**src/rtl/climate_pkg.sv**
```systemverilog
// Shared types and helpers for the greenhouse climate controller.
package climate_pkg;

  localparam int unsigned SP_W = 8;

  localparam logic [1:0] ADJ_NONE = 2'd0;
  localparam logic [1:0] ADJ_UP   = 2'd1;
  localparam logic [1:0] ADJ_DOWN = 2'd2;

  typedef enum logic [1:0] {
    T_IDLE = 2'd0,
    T_HEAT = 2'd1,
    T_COOL = 2'd2,
    T_LOCK = 2'd3
  } tstate_t;

  // Bits needed to hold 0..limit inclusive.
  function automatic int unsigned cnt_width(input int unsigned limit);
    return $clog2(limit + 1);
  endfunction

  // One saturating setpoint step; codes other than up/down leave it unchanged.
  function automatic logic [SP_W-1:0] step_sp(input logic [SP_W-1:0] sp,
                                              input logic [1:0]      adj,
                                              input logic [SP_W-1:0] lo,
                                              input logic [SP_W-1:0] hi);
    logic [SP_W-1:0] res;
    res = sp;
    if (adj == ADJ_UP && sp < hi) begin
      res = sp + SP_W'(1);
    end else if (adj == ADJ_DOWN && sp > lo) begin
      res = sp - SP_W'(1);
    end
    return res;
  endfunction

endpackage

```
**src/rtl/climate_ctrl_if.sv**
```systemverilog
// Sensor/menu inputs and actuator/status outputs of the climate controller.
interface climate_ctrl_if;
  import climate_pkg::*;

  logic [1:0]      temp_adjust;
  logic [1:0]      hum_adjust;
  logic [SP_W-1:0] temp_in;
  logic [SP_W-1:0] hum_in;
  logic            sample_valid;
  logic            tick_1hz;
  logic [SP_W-1:0] temp_sp;
  logic [SP_W-1:0] hum_sp;
  logic            heater_on;
  logic            fan_on;
  logic            mister_on;
  tstate_t         tstate;
  logic            fault;

  modport master (
    output temp_adjust, hum_adjust, temp_in, hum_in, sample_valid, tick_1hz,
    input  temp_sp, hum_sp, heater_on, fan_on, mister_on, tstate, fault
  );

  modport slave (
    input  temp_adjust, hum_adjust, temp_in, hum_in, sample_valid, tick_1hz,
    output temp_sp, hum_sp, heater_on, fan_on, mister_on, tstate, fault
  );
endinterface

```
**src/rtl/sat_tick_cnt.sv**
```systemverilog
// Tick counter that saturates at LIMIT; clr has priority over tick.
module sat_tick_cnt #(
  parameter int unsigned WIDTH   = 4,
  parameter int unsigned LIMIT   = 10,
  parameter int unsigned RST_VAL = 0
) (
  input  logic             clk,
  input  logic             rst,
  input  logic             clr,
  input  logic             tick,
  output logic [WIDTH-1:0] count,
  output logic             done
);

  logic [WIDTH-1:0] count_nxt;

  // Next count: clear, or step until the limit is reached.
  always_comb begin
    count_nxt = count;
    if (clr) begin
      count_nxt = '0;
    end else if (tick && count < WIDTH'(LIMIT)) begin
      count_nxt = count + WIDTH'(1);
    end
  end

  // Count and its registered limit flag.
  always_ff @(posedge clk) begin
    if (rst) begin
      count <= WIDTH'(RST_VAL);
      done  <= (RST_VAL >= LIMIT);
    end else begin
      count <= count_nxt;
      done  <= (count_nxt >= WIDTH'(LIMIT));
    end
  end

endmodule

```
**src/rtl/climate_ctrl.sv**
```systemverilog
// Greenhouse climate controller: saturating setpoints, temperature FSM with
// hysteresis / min run / min off / heat-cool interlock, humidity mister/vent.
// Optional sensor watchdog enabled by defining CLIMATE_FAILSAFE_EN.
module climate_ctrl
  import climate_pkg::*;
#(
  parameter int unsigned TEMP_DEF   = 72,
  parameter int unsigned TEMP_MIN   = 40,
  parameter int unsigned TEMP_MAX   = 100,
  parameter int unsigned HUM_DEF    = 50,
  parameter int unsigned HUM_MIN    = 10,
  parameter int unsigned HUM_MAX    = 90,
  parameter int unsigned HYST       = 2,
  parameter int unsigned MIN_RUN    = 10,
  parameter int unsigned MIN_OFF    = 5,
  parameter int unsigned WDOG_TICKS = 30
) (
  input logic            clk,
  input logic            rst,
  climate_ctrl_if.slave  bus
);

  localparam int unsigned RUN_W = cnt_width(MIN_RUN);
  localparam int unsigned OFF_W = cnt_width(MIN_OFF);

  logic [SP_W-1:0] temp_sp_q, hum_sp_q;
  tstate_t         tstate_q, tstate_nxt;
  logic            heater_q, fan_q, mister_q, vent_q;
  logic            mister_nxt, vent_nxt;
  logic [8:0]      t9, t_sp9, t_lo, t_hi, h9, h_sp9, h_lo, h_hi;
  logic            run_clr, run_tick, run_done, off_clr, off_tick, off_done;
  logic [RUN_W-1:0] run_cnt;
  logic [OFF_W-1:0] off_cnt;
  logic            unused_cnt;

  // Setpoint registers stepped by the menu adjust codes.
  always_ff @(posedge clk) begin
    if (rst) begin
      temp_sp_q <= SP_W'(TEMP_DEF);
      hum_sp_q  <= SP_W'(HUM_DEF);
    end else begin
      temp_sp_q <= step_sp(temp_sp_q, bus.temp_adjust, SP_W'(TEMP_MIN), SP_W'(TEMP_MAX));
      hum_sp_q  <= step_sp(hum_sp_q,  bus.hum_adjust,  SP_W'(HUM_MIN),  SP_W'(HUM_MAX));
    end
  end

  // Thresholds widened to 9 bits so sp+HYST never wraps.
  always_comb begin
    t9    = 9'(bus.temp_in);
    t_sp9 = 9'(temp_sp_q);
    t_lo  = t_sp9 - 9'(HYST);
    t_hi  = t_sp9 + 9'(HYST);
    h9    = 9'(bus.hum_in);
    h_sp9 = 9'(hum_sp_q);
    h_lo  = h_sp9 - 9'(HYST);
    h_hi  = h_sp9 + 9'(HYST);
  end

`ifdef CLIMATE_FAILSAFE_EN
  localparam int unsigned WD_W = cnt_width(WDOG_TICKS);
  logic            fault_q, fault_nxt, wd_done;
  logic [WD_W-1:0] wd_cnt;
`endif

  // Next temp state and humidity flags, evaluated only on a sensor sample.
  always_comb begin
    tstate_nxt = tstate_q;
    mister_nxt = mister_q;
    vent_nxt   = vent_q;
    if (bus.sample_valid) begin
      if (h9 < h_lo)        mister_nxt = 1'b1;
      else if (h9 >= h_sp9) mister_nxt = 1'b0;
      if (h9 > h_hi)        vent_nxt = 1'b1;
      else if (h9 <= h_sp9) vent_nxt = 1'b0;
    end
    case (tstate_q)
      T_IDLE: begin
        if (bus.sample_valid && off_done) begin
          if (t9 < t_lo)      tstate_nxt = T_HEAT;
          else if (t9 > t_hi) tstate_nxt = T_COOL;
        end
      end
      T_HEAT: if (bus.sample_valid && t9 >= t_sp9 && run_done) tstate_nxt = T_LOCK;
      T_COOL: if (bus.sample_valid && t9 <= t_sp9 && run_done) tstate_nxt = T_LOCK;
      default: tstate_nxt = T_IDLE;
    endcase
`ifdef CLIMATE_FAILSAFE_EN
    fault_nxt = fault_q;
    if (fault_q) begin
      if (bus.sample_valid) begin
        fault_nxt  = 1'b0;
        tstate_nxt = T_IDLE;
      end else begin
        tstate_nxt = T_LOCK;
        mister_nxt = 1'b0;
        vent_nxt   = 1'b0;
      end
    end else if (wd_done && !bus.sample_valid) begin
      fault_nxt  = 1'b1;
      tstate_nxt = T_LOCK;
      mister_nxt = 1'b0;
      vent_nxt   = 1'b0;
    end
`endif
  end

  // Temp FSM state and registered actuator drives.
  always_ff @(posedge clk) begin
    if (rst) begin
      tstate_q <= T_IDLE;
      heater_q <= 1'b0;
      fan_q    <= 1'b0;
      mister_q <= 1'b0;
      vent_q   <= 1'b0;
    end else begin
      tstate_q <= tstate_nxt;
      heater_q <= (tstate_nxt == T_HEAT);
      fan_q    <= (tstate_nxt == T_COOL) | vent_nxt;
      mister_q <= mister_nxt;
      vent_q   <= vent_nxt;
    end
  end

  // Run time restarts on entry to HEAT/COOL; off time restarts while locked.
  assign run_clr  = (tstate_nxt != tstate_q) && (tstate_nxt == T_HEAT || tstate_nxt == T_COOL);
  assign run_tick = bus.tick_1hz && (tstate_q == T_HEAT || tstate_q == T_COOL);
  assign off_clr  = (tstate_q == T_LOCK);
  assign off_tick = bus.tick_1hz && (tstate_q == T_IDLE);

  sat_tick_cnt #(.WIDTH(RUN_W), .LIMIT(MIN_RUN), .RST_VAL(0)) u_run_cnt (
    .clk(clk), .rst(rst), .clr(run_clr), .tick(run_tick), .count(run_cnt), .done(run_done)
  );

  sat_tick_cnt #(.WIDTH(OFF_W), .LIMIT(MIN_OFF), .RST_VAL(MIN_OFF)) u_off_cnt (
    .clk(clk), .rst(rst), .clr(off_clr), .tick(off_tick), .count(off_cnt), .done(off_done)
  );

`ifdef CLIMATE_FAILSAFE_EN
  sat_tick_cnt #(.WIDTH(WD_W), .LIMIT(WDOG_TICKS), .RST_VAL(0)) u_wd_cnt (
    .clk(clk), .rst(rst), .clr(bus.sample_valid), .tick(bus.tick_1hz), .count(wd_cnt), .done(wd_done)
  );

  // Watchdog fault flag.
  always_ff @(posedge clk) begin
    if (rst) fault_q <= 1'b0;
    else     fault_q <= fault_nxt;
  end

  assign bus.fault  = fault_q;
  assign unused_cnt = ^{run_cnt, off_cnt, wd_cnt};
`else
  assign bus.fault  = 1'b0;
  assign unused_cnt = ^{run_cnt, off_cnt};
`endif

  assign bus.temp_sp   = temp_sp_q;
  assign bus.hum_sp    = hum_sp_q;
  assign bus.heater_on = heater_q;
  assign bus.fan_on    = fan_q;
  assign bus.mister_on = mister_q;
  assign bus.tstate    = tstate_q;

endmodule

```
**src/flat_wrapper.sv**
```systemverilog
// flat-port wrapper written by rule: the top's interface ports become plain ports
module climate_ctrl_flat import climate_pkg::*;
#(
  parameter int unsigned TEMP_DEF   = 72,
  parameter int unsigned TEMP_MIN   = 40,
  parameter int unsigned TEMP_MAX   = 100,
  parameter int unsigned HUM_DEF    = 50,
  parameter int unsigned HUM_MIN    = 10,
  parameter int unsigned HUM_MAX    = 90,
  parameter int unsigned HYST       = 2,
  parameter int unsigned MIN_RUN    = 10,
  parameter int unsigned MIN_OFF    = 5,
  parameter int unsigned WDOG_TICKS = 30
)
  (clk, rst, bus_temp_adjust, bus_hum_adjust, bus_temp_in, bus_hum_in, bus_sample_valid, bus_tick_1hz, bus_temp_sp, bus_hum_sp, bus_heater_on, bus_fan_on, bus_mister_on, bus_tstate, bus_fault);
  climate_ctrl_if bus_i ();
  input logic clk;
  input logic rst;
  input wire logic [$bits(bus_i.temp_adjust)-1:0] bus_temp_adjust;
  input wire logic [$bits(bus_i.hum_adjust)-1:0] bus_hum_adjust;
  input wire logic [$bits(bus_i.temp_in)-1:0] bus_temp_in;
  input wire logic [$bits(bus_i.hum_in)-1:0] bus_hum_in;
  input wire logic [$bits(bus_i.sample_valid)-1:0] bus_sample_valid;
  input wire logic [$bits(bus_i.tick_1hz)-1:0] bus_tick_1hz;
  output wire logic [$bits(bus_i.temp_sp)-1:0] bus_temp_sp;
  output wire logic [$bits(bus_i.hum_sp)-1:0] bus_hum_sp;
  output wire logic [$bits(bus_i.heater_on)-1:0] bus_heater_on;
  output wire logic [$bits(bus_i.fan_on)-1:0] bus_fan_on;
  output wire logic [$bits(bus_i.mister_on)-1:0] bus_mister_on;
  output wire logic [$bits(bus_i.tstate)-1:0] bus_tstate;
  output wire logic [$bits(bus_i.fault)-1:0] bus_fault;
  assign bus_i.temp_adjust = bus_temp_adjust;
  assign bus_i.hum_adjust = bus_hum_adjust;
  assign bus_i.temp_in = bus_temp_in;
  assign bus_i.hum_in = bus_hum_in;
  assign bus_i.sample_valid = bus_sample_valid;
  assign bus_i.tick_1hz = bus_tick_1hz;
  assign bus_temp_sp = bus_i.temp_sp;
  assign bus_hum_sp = bus_i.hum_sp;
  assign bus_heater_on = bus_i.heater_on;
  assign bus_fan_on = bus_i.fan_on;
  assign bus_mister_on = bus_i.mister_on;
  assign bus_tstate = bus_i.tstate;
  assign bus_fault = bus_i.fault;
  climate_ctrl #(.TEMP_DEF(TEMP_DEF), .TEMP_MIN(TEMP_MIN), .TEMP_MAX(TEMP_MAX), .HUM_DEF(HUM_DEF), .HUM_MIN(HUM_MIN), .HUM_MAX(HUM_MAX), .HYST(HYST), .MIN_RUN(MIN_RUN), .MIN_OFF(MIN_OFF), .WDOG_TICKS(WDOG_TICKS)) u_core (.clk(clk), .rst(rst), .bus(bus_i));
endmodule
```
**config.mk**
```make
export PLATFORM = sky130hd
export DESIGN_NAME = climate_ctrl_flat
export DESIGN_NICKNAME = d
export VERILOG_FILES = /design/src/rtl/climate_pkg.sv /design/src/rtl/climate_ctrl_if.sv /design/src/rtl/sat_tick_cnt.sv /design/src/rtl/climate_ctrl.sv /design/src/flat_wrapper.sv
export SDC_FILE = /design/constraint.sdc
export NUM_CORES = 1
export LEC_CHECK = 0
export ABC_AREA = 1
export BUFFER_PORTS_ARGS = -buffer_cell sky130_fd_sc_hd__buf_2
export CAP_MARGIN = 5
export CORE_UTILIZATION = 40
export DETAILED_ROUTE_END_ITERATION = 8
export PLACE_DENSITY_LB_ADDON = 0.1
export SYNTH_ARGS = -nofsm -noshare
export SYNTH_HDL_FRONTEND = slang
export SYNTH_HIERARCHICAL = 1
export SYNTH_SLANG_ARGS = --single-unit
```
**constraint.sdc**
```tcl
create_clock -name clk -period 3.7 [get_ports clk]
set_clock_uncertainty 0.05 [all_clocks]
set_input_delay 0.74 -clock clk [delete_from_list [all_inputs] [get_ports clk]]
set_output_delay 0.74 -clock clk [all_outputs]
set_load 0.05 [all_outputs]
```
## Word-level counts from Yosys, hierarchy flattened

Index checks and enable logic that the tools add are counted.

| storage, ports and cells | value |
|---|---|
| memories kept | 0 |
| output and inout port bits | 22 |
| word-level logic and storage cells | 88 |
| bits in writable memories | 0 |
| bits in read-only memories | 0 |
| bits in registers | 31 |
| input port bits | 24 |
| latch bits | 0 |

| operators by class | value |
|---|---|
| add/sub/neg operators | 10 |
| eq/ne operators | 10 |
| bitwise operators | 1 |
| shifts and indexed selects | 0 |
| multiply operators | 0 |
| multiplexer cells | 19 |
| reduce and logical (&&, ||, !) cells | 21 |
| magnitude comparators | 16 |
| div/mod/pow operators | 0 |

Operators with widths:

| kind | number |
|---|---|
| 2-to-1 mux 8 bit | 4 |
| adder 8 x 2 -> 9 bit, second input constant | 2 |
| greater-than comparator 8 x 9 -> 1 bit | 2 |
| less-than comparator 8 x 9 -> 1 bit | 2 |
| subtractor 8 x 2 -> 9 bit, second input constant | 2 |
| adder 8 x 1 -> 8 bit, second input constant | 2 |
| >= comparator 8 bit | 2 |
| less-or-equal comparator 8 bit | 2 |
| less-than comparator 8 x 7 -> 1 bit, second input constant | 2 |
| subtractor 8 x 1 -> 8 bit, second input constant | 2 |
| logical AND 1 bit | 14 |
| == test 2 bit, second input constant | 5 |
| 2-to-1 mux 2 bit | 5 |
| == test 2 x 1 -> 1 bit, second input constant | 4 |
| greater-than comparator 8 x 4 -> 1 bit, second input constant | 1 |
| greater-than comparator 8 x 6 -> 1 bit, second input constant | 1 |
| 2-to-1 mux 4 bit | 2 |
| 2-to-1 mux 3 bit | 2 |
| one-hot mux 2 bit (3 select lines) | 1 |
| nonzero test 2 bit | 3 |
| 2-to-1 mux 1 bit | 5 |
| adder 4 x 1 -> 4 bit, second input constant | 1 |
| >= comparator 4 bit, second input constant | 1 |
| less-than comparator 4 bit, second input constant | 1 |
| other kinds (8) | 9 |

## Longest topological paths before layout

| logic depth | value |
|---|---|
| depth after elaboration | 11 |
| mapped depth | 22 |

## Hierarchy

The synthesis kept the hierarchy.

Modules (own cells, without submodules):

| module | times used | sequential area each (um^2) | cells an instance | area each (um^2) |
|---|---|---|---|---|
| climate_ctrl | 1 | 440.4 | 427 | 2987.9 |
| sat_tick_cnt (u_core.u_run_cnt) | 1 | 100.1 | 34 | 265.3 |
| sat_tick_cnt (u_core.u_off_cnt) | 1 | 80.1 | 28 | 203.9 |

## Least setup slack after synthesis

OpenSTA, ideal clock, no wires.

| path | value |
|---|---|
| path kind | reg2reg |
| start | register u_core.temp_sp_q[1] (netlist: u_core/bus.temp_sp[1]) |
| end | register u_core.u_run_cnt.done |
| period minus slack after synthesis | 3.271 ns |
| path slack | 0.429 ns |
| required time | 3.535 ns |
| stages on the path, launching flop included | 22 |
| arrival | 3.106 ns |
| path buffers | 0 |
| setup time | 0.115 ns |
| cells stage by stage | dfxtp_1 ha_1 nand2_1 nor2_1 nand3_1 xor2_1 ha_1 and3_1 nand3_1 nand2_1 nor2_1 nand2_1 nand2_2 nand2_1 nand2_1 nand2_2 nand2_4 ha_1 a21oi_2 inv_1 nand2_1 a21oi_2 |

| on the way | value |
|---|---|
| word-level cells in the longest chain between the ends | 11 |

Ends and longest elaborated chain:

| element | RTL line | RTL |
|---|---|---|
| start, declared | climate_ctrl.sv:26 | `logic [SP_W-1:0] temp_sp_q, hum_sp_q;` |
| start signal, assigned | climate_ctrl.sv:39 | `temp_sp_q <= SP_W'(TEMP_DEF);` |
| start signal, assigned | climate_ctrl.sv:42 | `temp_sp_q <= step_sp(temp_sp_q, bus.temp_adjust, SP_W'(TEMP_MIN), SP_W'(TEMP_MAX));` |
| adder 8 x 2 -> 9 bit | climate_ctrl.sv:52 | `t_hi = t_sp9 + 9'(HYST);` |
| greater-than comparator 8 x 9 -> 1 bit | climate_ctrl.sv:80 | `else if (t9 > t_hi) tstate_nxt = T_COOL;` |
| 2-to-1 mux 2 bit | climate_ctrl.sv:80 |  |
| 2-to-1 mux 2 bit | climate_ctrl.sv:79 | `if (t9 < t_lo) tstate_nxt = T_HEAT;` |
| 2-to-1 mux 2 bit | climate_ctrl.sv:78 | `if (bus.sample_valid && off_done) begin` |
| one-hot mux 2 bit (3 select lines) * | climate_ctrl.sv:76 | `case (tstate_q)` |
| == test 2 x 1 -> 1 bit / == test 2 bit (equally long branches) | climate_ctrl.sv:125 | `assign run_clr = (tstate_nxt != tstate_q) && (tstate_nxt == T_HEAT \|\| tstate_nxt == T_COOL);` |
| logical OR 1 bit | climate_ctrl.sv:125 |  |
| logical AND 1 bit * | climate_ctrl.sv:125 |  |
| net u_core.run_clr | climate_ctrl.sv:31 | `logic run_clr, run_tick, run_done, off_clr, off_tick, off_done;` |
| 2-to-1 mux 4 bit * | sat_tick_cnt.sv:20 | `if (clr) begin` |
| >= comparator 4 bit * | sat_tick_cnt.sv:34 | `done <= (count_nxt >= WIDTH'(LIMIT));` |
| end signal, assigned | sat_tick_cnt.sv:31 | `done <= (RST_VAL >= LIMIT);` |
| end signal, assigned | sat_tick_cnt.sv:34 |  |
| end, declared | sat_tick_cnt.sv:12 | `output logic done` |

Mark *: on every way through the listed nets, which the timed path passes. The rest lies on a longest branch.
A chain may end at the register's enable or synchronous reset.

## Final worst setup path

| path | value |
|---|---|
| start | register u_core.temp_sp_q[1] (netlist: u_core/bus.temp_sp[1]) |
| end | register u_core.u_run_cnt.count[0] |

| on the way | value |
|---|---|
| word-level cells in the longest chain between the ends | 10 |

Ends and longest elaborated chain:

| element | RTL line | RTL |
|---|---|---|
| adder 8 x 2 -> 9 bit | climate_ctrl.sv:52 |  |
| greater-than comparator 8 x 9 -> 1 bit | climate_ctrl.sv:80 |  |
| 2-to-1 mux 2 bit | climate_ctrl.sv:80 |  |
| 2-to-1 mux 2 bit | climate_ctrl.sv:79 |  |
| 2-to-1 mux 2 bit | climate_ctrl.sv:78 |  |
| one-hot mux 2 bit (3 select lines) * | climate_ctrl.sv:76 |  |
| net u_core.tstate_nxt[1] | climate_ctrl.sv:27 | `tstate_t tstate_q, tstate_nxt;` |
| == test 2 x 1 -> 1 bit / == test 2 bit (equally long branches) | climate_ctrl.sv:125 |  |
| logical OR 1 bit | climate_ctrl.sv:125 |  |
| logical AND 1 bit * | climate_ctrl.sv:125 |  |
| net u_core.run_clr | climate_ctrl.sv:31 |  |
| 2-to-1 mux 4 bit * | sat_tick_cnt.sv:20 |  |
| end signal, assigned | sat_tick_cnt.sv:30 | `count <= WIDTH'(RST_VAL);` |
| end signal, assigned | sat_tick_cnt.sv:33 | `count <= count_nxt;` |
| end, declared | sat_tick_cnt.sv:11 | `output logic [WIDTH-1:0] count,` |

Marked as above.

==> flow_summary.json <==
{
  "synth.avg_cell_area_um2": 7.07,
  "fp.dieW_um": 95.0,
  "setup_tns_ns": 0,
  "finalCritPeriodShare_pct": 85.8,
  "drt_iter0_drc": 72,
  "setup_viol": 0,
  "cp.required_ns": 3.87,
  "antenna_left": 0,
  "gr-usage-met1_pct": 24.7,
  "final_nets": 625,
  "final_util_pct": 46.4,
  "cts_resized": 0,
  "wl_per_cell_um": 12.4,
  "whs_path_depth": 2,
  "pwr_density_cell_nw_per_um2": 581,
  "cp-start-kind": "flop",
  "final_area_um2": 3850,
  "clk_path_buf_depth": 2,
  "grtUsageMet2_pct": 31.2,
  "antenna_cells": 0,
  "core-area_um2": 8300,
  "max_cap_violations": 0,
  "grt_pass1_vias": 2890,
  "clk_pin_slew_worst_paths_ns": 0.08,
  "synth_edf_count": 0,
  "htree_num_levels": 2,
  "post-route-min-period_ns": 3.17,
  "holdPathEnd": "u_core/bus.mister_on",
  "clock_latency_ns": 0.29,
  "power_w": 0.00224,
  "synthFlopType": "dfxtp_1",
  "hold_class": "flop to flop",
  "synth_top_area_share_pct": 24.2,
  "use_met3_pct": 2.74,
  "max_freq_mhz": 315,
  "die_h_um": 95.0,
  "cts_tree": "built",
  "syn-instance-count": 489,
  "netlist_top_cells_area": "ha_1 (24%), dfxtp_1 (18%), nand2_1 (9.9%), inv_1 (7.1%), a21oi_1 (6.7%)",
  "n_fill_cell": 871,
  "clockRootBuffer": "clkbuf_8",
  "path_max_fanout": 8,
  "startpoint": "u_core/bus.temp_sp[1]",
  "ioPinCount": 46,
  "antenna_found_initial": 0,
  "syn_nets": 582,
  "endpoint_kind": "flop",
  "async_reset_ff_share_pct": 0,
  "drive_gt1_share_pct": 15.8,
  "rsz0062_at_grt": "no",
  "synth.distinct_cells": 44,
  "vias": 3149,
  "vdd_drop_max_mv": 0.215,
  "initial_core_util_pct": 41.7,
  "cts_sinks": 31,
  "yosys.area.top_type": "ha_1",
  "yosysSeqAreaShare_pct": 18.0,
  "grtUsageTotal_pct": 18.6,
  "area_growth_pct": 11.3,
  "crit_arrival_ns": 3.35,
  "synth_seq_cells": 31,
  "r2r_end": "u_core/u_run_cnt/count[0]",
  "grt-ovfl-total": 0,
  "cts_setup_buffers": 0,
  "gp_congestion": 0.834,
  "drv_slew": 0,
  "place_hpwl_um": 6430,
  "yosysWarnings": 6,
  "grt-busiest-layer": "met2",
  "place_area_um2": 3760,
  "cts-hold-fix-buffers": 0,
  "grt_pass1_wl_um": 13200,
  "hold_viol_final": 0,
  "route.detailed.drc": 0,
  "viasPerCell": 4.94,
  "critical_path_class": "flop to flop",
  "setup_ws_ns": 0.526,
  "grt_max_degree": 17,
  "synth_area_um2": 3460,
  "rr_worst_depth": 21,
  "drt-pass1-iter-count": 4,
  "reg2reg_slack_ns": 0.53,
  "port_buffers": 44,
  "timing.rr.start": "u_core/bus.temp_sp[1]",
  "leakagePower_nw": 2.01,
  "die-area_um2": 9020,
  "rows": 33,
  "wirelength_um": 7930,
  "status": "complete, no violations",
  "hold_start": "u_core/bus.mister_on",
  "cts_buffers": 5,
  "place_ws_ns": 0.563
}
[routing by layer]
metal / share of wire [%] / vias up
met5: 0 / -
met4: 1.3 / 0
met3: 3.6 / 9
met2: 44 / 57
met1: 51 / 1374
li1: - / 1709
[worst max-delay path, stage by stage (launching register included)]
cell	delay [ns]
dfxtp_1	0.53
ha_1	0.24
nand2_1	0.06
nor2_1	0.18
nand3_1	0.11
xor2_1	0.17
ha_1	0.29
and3_1	0.18
nand3_1	0.08
nand2_1	0.06
nor2_1	0.04
nand2_1	0.09
nand2_1	0.05
nand3_1	0.09
nand2_2	0.07
nand2_2	0.09
inv_1	0.05
ha_1	0.28
a21oi_2	0.04
nor2_1	0.15
o21ai_0	0.11
a21oi_1	0.11
[power by group]
group,switching (W),total (W),internal (W)
clock,0.000139,0.000269,0.000131
sequential,0.000126,0.000535,0.000409
combinational,0.000918,0.00143,0.000513
total,0.00118,0.00224,0.00105
[logic make-up (layout without fill, tap and decap cells)]
logic type / Yosys count / in the layout / synth area share [%]
AO/OA/AOI/OAI: 93 / 93 / 15.7
XOR/XNOR: 26 / 26 / 6.59
adder cells (fa/ha/maj): 69 / 69 / 25.4
buffers and inverters: 80 / 124 / 9.48
flip-flops: 31 / 31 / 18.0
other: 1 / 1 / 0.108
AND/OR/NAND/NOR: 189 / 189 / 24.7
[cell usage in the layout (no fill, tap or decap), drive strengths merged]
cell type / synthesis / layout
nand2: 104 / 104
inv: 71 / 71
ha: 67 / 67
a21oi: 48 / 48
buf: 5 / 44
nor2: 34 / 34
nand3: 33 / 33
dfxtp: 31 / 31
o21ai: 25 / 25
xor2: 17 / 17
xnor2: 9 / 9
nor3: 8 / 8
nand4: 6 / 6
o211ai: 6 / 6
clkbuf: 3 / 5
o21bai: 4 / 4
a21o: 3 / 3
clkinvlp: 0 / 2
o21a: 2 / 2
fa: 2 / 2
clkinv: 1 / 2
and3: 1 / 1
or2: 1 / 1
a31oi: 1 / 1
o221ai: 1 / 1
a21boi: 1 / 1
a41oi: 1 / 1
a211oi: 1 / 1
nor4: 1 / 1
conb: 1 / 1
nand3b: 1 / 1
[state kept, by name, indices dropped and copies added (netlist names)]
signal	cells
u_core/bus.hum_sp	8
u_core/bus.temp_sp	8
u_core/u_run_cnt/count	4
u_core/u_off_cnt/count	3
u_core/bus.tstate	2
u_core/bus.fan_on	1
u_core/bus.heater_on	1
u_core/bus.mister_on	1
u_core/u_off_cnt/done	1
u_core/u_run_cnt/done	1
u_core/vent_q	1
[cell type report]
| class | instances | area (um^2) | area share [%] |
|---|---|---|---|
| Multi-Input combinational cell | 378 | 2510 | 65.2 |
| Sequential cell | 31 | 621 | 16.1 |
| Inverter | 72 | 278 | 7.22 |
| Timing Repair Buffer | 44 | 220 | 5.72 |
| Tap cell | 105 | 131 | 3.41 |
| Clock buffer | 5 | 68.8 | 1.79 |
| Clock inverter | 3 | 20.0 | 0.520 |
[worst max path at each step]
stage                                      to  cells past startpoint
floorplan               u_core/u_run_cnt/done                     21
global placement    u_core/u_run_cnt/count[2]                     21
detailed placement  u_core/u_run_cnt/count[2]                     21
CTS                 u_core/u_run_cnt/count[0]                     21
global route        u_core/u_run_cnt/count[2]                     21
finish              u_core/u_run_cnt/count[0]                     21
[metrics by stage]
step           hold slack (ns)  instances
2_1_floorplan            0.406        489
3_3_place_gp             0.425        630
3_5_place_dp             0.431        630
4_1_cts                  0.444        638
5_1_grt                  0.473        638
6_report                 0.439        638
[synth_stat cells (2+ instances only)]
cell / number
nand2_1: 91
ha_1: 67
inv_1: 65
a21oi_1: 46
nor2_1: 32
dfxtp_1: 31
nand3_1: 30
o21ai_0: 23
xor2_1: 17
nand2_2: 11
xnor2_1: 9
nor3_1: 8
nand4_1: 6
o211ai_1: 6
inv_2: 5
buf_4: 3
clkbuf_1: 3
nand3_2: 3
o21bai_1: 3
a21o_1: 2
a21oi_2: 2
fa_1: 2
nand2_4: 2
o21a_1: 2
No activity file was read; power rests on OpenSTA's default activity.
